==> src/rtl/pwm_fade_ctrl_if.sv <==
// pwm_fade_ctrl_if
// Control bundle for pwm_fade_ctrl.
//   start    : request a fade (master -> slave)
//   abort    : cancel an active fade (master -> slave)
//   target   : final duty value, captured on an accepted start
//   step_div : D, duty steps once every D+1 cycles, captured on an accepted start
//   duty     : registered duty value (slave -> master)
//   busy     : high while ramping (slave -> master)
//   done     : one-cycle completion pulse (slave -> master)
interface pwm_fade_ctrl_if #(
  parameter int unsigned BIT_WIDTH = 8,
  parameter int unsigned DIV_WIDTH = 16
);
  logic                 start;
  logic                 abort;
  logic [BIT_WIDTH-1:0] target;
  logic [DIV_WIDTH-1:0] step_div;
  logic [BIT_WIDTH-1:0] duty;
  logic                 busy;
  logic                 done;

  modport master (
    output start, abort, target, step_div,
    input  duty, busy, done
  );

  modport slave (
    input  start, abort, target, step_div,
    output duty, busy, done
  );
endinterface

==> src/rtl/pwm_fade_ctrl.sv <==
// pwm_fade_ctrl
// Ramps a PWM duty value by +-1 toward a captured target, one step every
// step_div+1 clocks, then emits a one-cycle done pulse.
// Ports:
//   clk   : single clock, all state on rising edge
//   rst_n : asynchronous active-low reset
//   bus   : pwm_fade_ctrl_if.slave (start, abort, target, step_div in;
//           duty, busy, done out; all outputs registered)
module pwm_fade_ctrl #(
  parameter int unsigned BIT_WIDTH = 8,
  parameter int unsigned DIV_WIDTH = 16
) (
  input  logic            clk,
  input  logic            rst_n,
  pwm_fade_ctrl_if.slave  bus
);

  localparam logic [1:0] IDLE = 2'd0;
  localparam logic [1:0] RAMP = 2'd1;
  localparam logic [1:0] DONE = 2'd2;

  localparam logic [BIT_WIDTH-1:0] DUTY_ONE = BIT_WIDTH'(1);
  localparam logic [DIV_WIDTH-1:0] CNT_ONE  = DIV_WIDTH'(1);

  logic [1:0]           state;
  logic [BIT_WIDTH-1:0] duty_q;
  logic [BIT_WIDTH-1:0] duty_next;
  logic [BIT_WIDTH-1:0] tgt_q;
  logic [DIV_WIDTH-1:0] div_q;
  logic [DIV_WIDTH-1:0] cnt;
  logic                 busy_q;
  logic                 done_q;

  // Only ever moves one count toward tgt_q, so duty can never wrap.
  always_comb begin
    duty_next = duty_q;
    if (duty_q < tgt_q) begin
      duty_next = duty_q + DUTY_ONE;
    end else if (duty_q > tgt_q) begin
      duty_next = duty_q - DUTY_ONE;
    end
  end

  always_ff @(posedge clk or negedge rst_n) begin
    if (!rst_n) begin
      state  <= IDLE;
      duty_q <= '0;
      tgt_q  <= '0;
      div_q  <= '0;
      cnt    <= '0;
      busy_q <= 1'b0;
      done_q <= 1'b0;
    end else begin
      case (state)
        IDLE: begin
          // abort outranks start in the same cycle
          if (bus.start && !bus.abort) begin
            tgt_q <= bus.target;
            div_q <= bus.step_div;
            cnt   <= '0;
            if (bus.target != duty_q) begin
              state  <= RAMP;
              busy_q <= 1'b1;
            end else begin
              state  <= DONE;
              done_q <= 1'b1;
            end
          end
        end
        RAMP: begin
          if (bus.abort) begin
            state  <= IDLE;
            busy_q <= 1'b0;
          end else if (cnt == div_q) begin
            cnt    <= '0;
            duty_q <= duty_next;
            // Finish on the very edge that lands on the target.
            if (duty_next == tgt_q) begin
              state  <= DONE;
              busy_q <= 1'b0;
              done_q <= 1'b1;
            end
          end else begin
            cnt <= cnt + CNT_ONE;
          end
        end
        DONE: begin
          state  <= IDLE;
          done_q <= 1'b0;
        end
        default: begin
          state  <= IDLE;
          busy_q <= 1'b0;
          done_q <= 1'b0;
        end
      endcase
    end
  end

  assign bus.duty = duty_q;
  assign bus.busy = busy_q;
  assign bus.done = done_q;

endmodule

==> src/flat_wrapper.sv <==
// flat-port wrapper written by rule: the top's interface ports become plain ports
module pwm_fade_ctrl_flat 
#(
  parameter int unsigned BIT_WIDTH = 8,
  parameter int unsigned DIV_WIDTH = 16
)
  (clk, rst_n, bus_start, bus_abort, bus_target, bus_step_div, bus_duty, bus_busy, bus_done);
  pwm_fade_ctrl_if #(.BIT_WIDTH(BIT_WIDTH), .DIV_WIDTH(DIV_WIDTH)) bus_i ();
  input  logic clk;
  input  logic rst_n;
  input wire logic [$bits(bus_i.start)-1:0] bus_start;
  input wire logic [$bits(bus_i.abort)-1:0] bus_abort;
  input wire logic [$bits(bus_i.target)-1:0] bus_target;
  input wire logic [$bits(bus_i.step_div)-1:0] bus_step_div;
  output wire logic [$bits(bus_i.duty)-1:0] bus_duty;
  output wire logic [$bits(bus_i.busy)-1:0] bus_busy;
  output wire logic [$bits(bus_i.done)-1:0] bus_done;
  assign bus_i.start = bus_start;
  assign bus_i.abort = bus_abort;
  assign bus_i.target = bus_target;
  assign bus_i.step_div = bus_step_div;
  assign bus_duty = bus_i.duty;
  assign bus_busy = bus_i.busy;
  assign bus_done = bus_i.done;
  pwm_fade_ctrl #(.BIT_WIDTH(BIT_WIDTH), .DIV_WIDTH(DIV_WIDTH)) u_core (.clk(clk), .rst_n(rst_n), .bus(bus_i));
endmodule
==> config.mk <==
export PLATFORM = sky130hd
export DESIGN_NAME = pwm_fade_ctrl_flat
export DESIGN_NICKNAME = d
export VERILOG_FILES = /design/src/rtl/pwm_fade_ctrl_if.sv /design/src/rtl/pwm_fade_ctrl.sv /design/src/flat_wrapper.sv
export SDC_FILE = /design/constraint.sdc
export NUM_CORES = 1
export LEC_CHECK = 0
export CAP_MARGIN = 20
export CORE_MARGIN = 4
export CORE_UTILIZATION = 48
export DETAILED_ROUTE_END_ITERATION = 10
export DONT_BUFFER_PORTS = 1
export GPL_ROUTABILITY_DRIVEN = 0
export HOLD_SLACK_MARGIN = 0.05
export PLACE_DENSITY = 0.71
export SLEW_MARGIN = 0
export SYNTH_ARGS = -nofsm -noshare
export SYNTH_HDL_FRONTEND = slang
export SYNTH_SLANG_ARGS = --single-unit
export TNS_END_PERCENT = 30
==> constraint.sdc <==
create_clock -name clk -period 7.3 [get_ports clk]
set_input_delay 0.73 -clock clk [delete_from_list [all_inputs] [get_ports clk]]
set_output_delay 0.73 -clock clk [all_outputs]
set_load 0.03 [all_outputs]
==> flow_metrics.py <==
metrics = {
    "status": {
        "status": "complete, no violations",
    },
    "place": {
        "io_buffer_count": 0,
        "dpl.hpwl_mm": 5.23,
    },
    "routing": {
        "drtAntennaViolNets": 0,
        "drtPass1Iterations": 4,
        "routed_wl_mm": 6.88,
        "drtIter0Drc": 172,
        "drc": 0,
        "viasPerCell": 5.85,
        "wl_per_cell_um": 17.1,
        "vias": 2350,
    },
    "synth": {
        "seq_area_frac_synth": 0.403,
        "synth.top_cell.area_share": 0.403,
        "synth.area.top_cells": "dfrtp_1 40%, xnor2_1 8.7%, xor2_1 6.5%",
        "ys_seq_elements": 52,
        "synth_nets": 368,
        "yosys_warnings": 0,
        "synth.cell_area_sq_mm": 0.00323,
        "yosys.area.top_type": "dfrtp_1",
        "avgSynthCellArea_sq_um": 9.82,
        "yosysUniqueCellTypes": 54,
        "synth_cells": 329,
    },
    "final_layout": {
        "regArea_sq_mm": 0.00130,
        "drive_gt1_frac": 0.117,
        "multi_input_area_sq_mm": 0.00181,
        "nets": 363,
        "diodes": 0,
        "syn_to_final_growth_pct": 3.87,
        "nFillCells": 591,
    },
    "clocking": {
        "cts_max_level": 2,
        "root_buffer": "clkbuf_8",
        "post_cts_resized": 0,
        "clockBufferDepth": 2,
        "cts_setup_buffers": 0,
        "cts_tree": "built",
        "cts.sinks": 52,
        "ctsHoldBuffers": 0,
        "numCtsBuffers": 5,
        "clock_latency_ps": 310,
        "cts.clk_slew.worst_paths_ps": 110,
    },
    "worst_setup_path": {
        "crit_type": "reg2reg",
        "path_common_cell": "a41oi_1",
        "slowest_stage": "dfrtp_1",
        "path_max_fanout": 10,
        "slowest_delay_ps": 810,
        "cp_data_arrival_time_ps": 3140,
        "cp-end-kind": "register",
        "path_cells": "ha_1 -> nand4_1 -> o21ai_2 -> or3b_1 -> xnor2_1 -> a41oi_1 -> a211oi_1 -> a41oi_1",
        "cp-start-kind": "register",
        "required_ps": 7470,
    },
    "global_route": {
        "grt_pass1_vias": 2419,
        "gr-usage-all-layers": 0.179,
        "grt_overflow_total": 0,
        "grt_pass1_wl_mm": 11.9,
        "grt_max_degree": 53,
        "antenna_found_initial": 0,
    },
    "sta": {
        "timing.fmax_ghz": 0.336,
        "maxSlewViolCount": 0,
        "slew_headroom": 0.522,
        "fin_skew_ps": 9.78,
        "rsz0062_at_grt": "no",
        "tns_ps": 0,
        "hold_viol": 0,
        "min_period_ps": 2970,
        "final-setup-viol-count": 0,
        "worst_pin_slew_ps": 717,
        "period_share": 0.407,
    },
    "floorplanning": {
        "io_pins": 38,
        "die_area_sq_mm": 0.00810,
        "dieHeight_um": 90.0,
        "initial_core_util": 0.500,
        "placement_rows": 29,
        "die_w_um": 90.0,
        "core_area_sq_mm": 0.00646,
    },
    "pwr": {
        "ir_drop_v": 0.000114,
        "power.density_mw_per_mm2": 193,
        "finalPower_w": 0.000646,
        "p_leak_nw": 1.43,
    },
    "flow_run": {
        "drv_cap": 0,
    },
    "min_path": {
        "hp-class": "in2async",
    },
}
==> cells in the final DEF, fill, tap and decap left out, drive strengths merged, types with 3 or more instances in the layout <==
master,n
a211oi,4
a21boi,4
a21o,3
a21oi,9
and3,10
clkbuf,5
dfrtp,52
ha,11
inv,14
mux2,17
nand2,23
nand3,14
nand4,10
nor2,27
nor3,6
nor4,4
o21a,4
o21ai,25
or3,3
xnor2,32
xor2,24
==> registers in the layout, summed over array words and instances (netlist names) <==
signal,count
u_core.bus.busy,1
u_core.bus.done,1
u_core.bus.duty,8
u_core.cnt,16
u_core.div_q,16
u_core.state,2
u_core.tgt_q,8
==> path summary, 6_finish.rpt <==
kind | cells past startpoint | start | to | slack (ps)
min reg2reg | 1 | u_core.state[1] | u_core.bus.done | 510
max | 8 | u_core.bus.duty[3] | u_core.bus.busy | 4330
min | 0 | rst_n | u_core.bus.duty[4] | 100
max in group asynchronous | 0 | rst_n | u_core.cnt[11] | 7100
min in group clk | 1 | u_core.state[1] | u_core.bus.done | 510
max reg2reg | 8 | u_core.bus.duty[3] | u_core.bus.busy | 4330
==> stage by stage <==
step           utilization  instance area, sq um  instances  setup slack (ps)  hold slack [ps]
5_1_grt              0.519                  3350        402              4100             70.6
2_1_floorplan            -                  3230        329              4760              434
4_1_cts              0.519                  3350        402              4350             83.4
3_3_place_gp         0.504                  3260        394              4520              437
3_5_place_dp         0.504                  3260        394              4390              436
6_report             0.519                  3350        402              4330              101
==> synth_stat cells (all sizes together) <==
cell type / number
or3: 3
o211ai: 1
and4: 2
nand4: 10
and2: 1
xnor2: 32
nor2: 27
a311oi: 1
nand2b: 2
nand3b: 1
and3: 10
a21o: 3
mux2i: 1
o2bb2ai: 1
dfrtp: 52
o211a: 1
or3b: 1
nor2b: 2
a211oi: 4
a41oi: 2
buf: 9
inv: 11
o31ai: 1
clkbuf: 4
ha: 11
nor4: 4
or2: 1
o21ai: 25
a21oi: 9
nand2: 23
nand4b: 1
nor3: 6
o22ai: 1
o21a: 4
and4b: 1
a21boi: 4
a31oi: 2
nand3: 14
xor2: 24
mux2: 17
==> final cells by class <==
type                       count  share of cell area
clock buffer                   5              0.0205
clock inverter                 3             0.00858
inverter                      11              0.0123
multi-input combinational    253               0.540
sequential                    52               0.388
tap                           77              0.0287
timing repair buffer           1             0.00224
==> report_power, final <==
part | total (W) | internal (W) | leakage, nW | switching [W]
Clock | 0.000179 | 0.0000726 | 0.0511 | 0.000106
Combinational | 0.000125 | 0.0000603 | 0.712 | 0.0000643
Sequential | 0.000342 | 0.000316 | 0.666 | 0.0000264
Total | 0.000646 | 0.000449 | 1.43 | 0.000197
==> cells by family (layout without fill, tap and decap cells) <==
family,Yosys count,in the layout,share of synthesized area
compound gates,59,59,0.117
xor+xnor,56,56,0.152
fa+ha+maj,11,11,0.0426
buf+inv,24,20,0.0364
flops,52,52,0.403
mux,18,18,0.0624
simple gates,109,109,0.186
==> critical path: cells and delay by family (launching register included) <==
family / cells / cell delay (ps)
AOI/OAI and AO/OA: 4 / 850
xor gates and xnor gates: 1 / 190
DFF: 1 / 810
adders and majority gates: 1 / 390
and+or+nand+nor: 2 / 590
==> layer usage <==
metal | up-vias | part of all wire | GRT usage
li1 | 1145 | - | -
met2 | 80 | 0.46 | 0.280
met1 | 1112 | 0.46 | 0.247
met5 | - | 0 | 0
met3 | 13 | 0.060 | 0.0376
met4 | 0 | 0.021 | 0.0587
(Power assumes the default switching activity.)
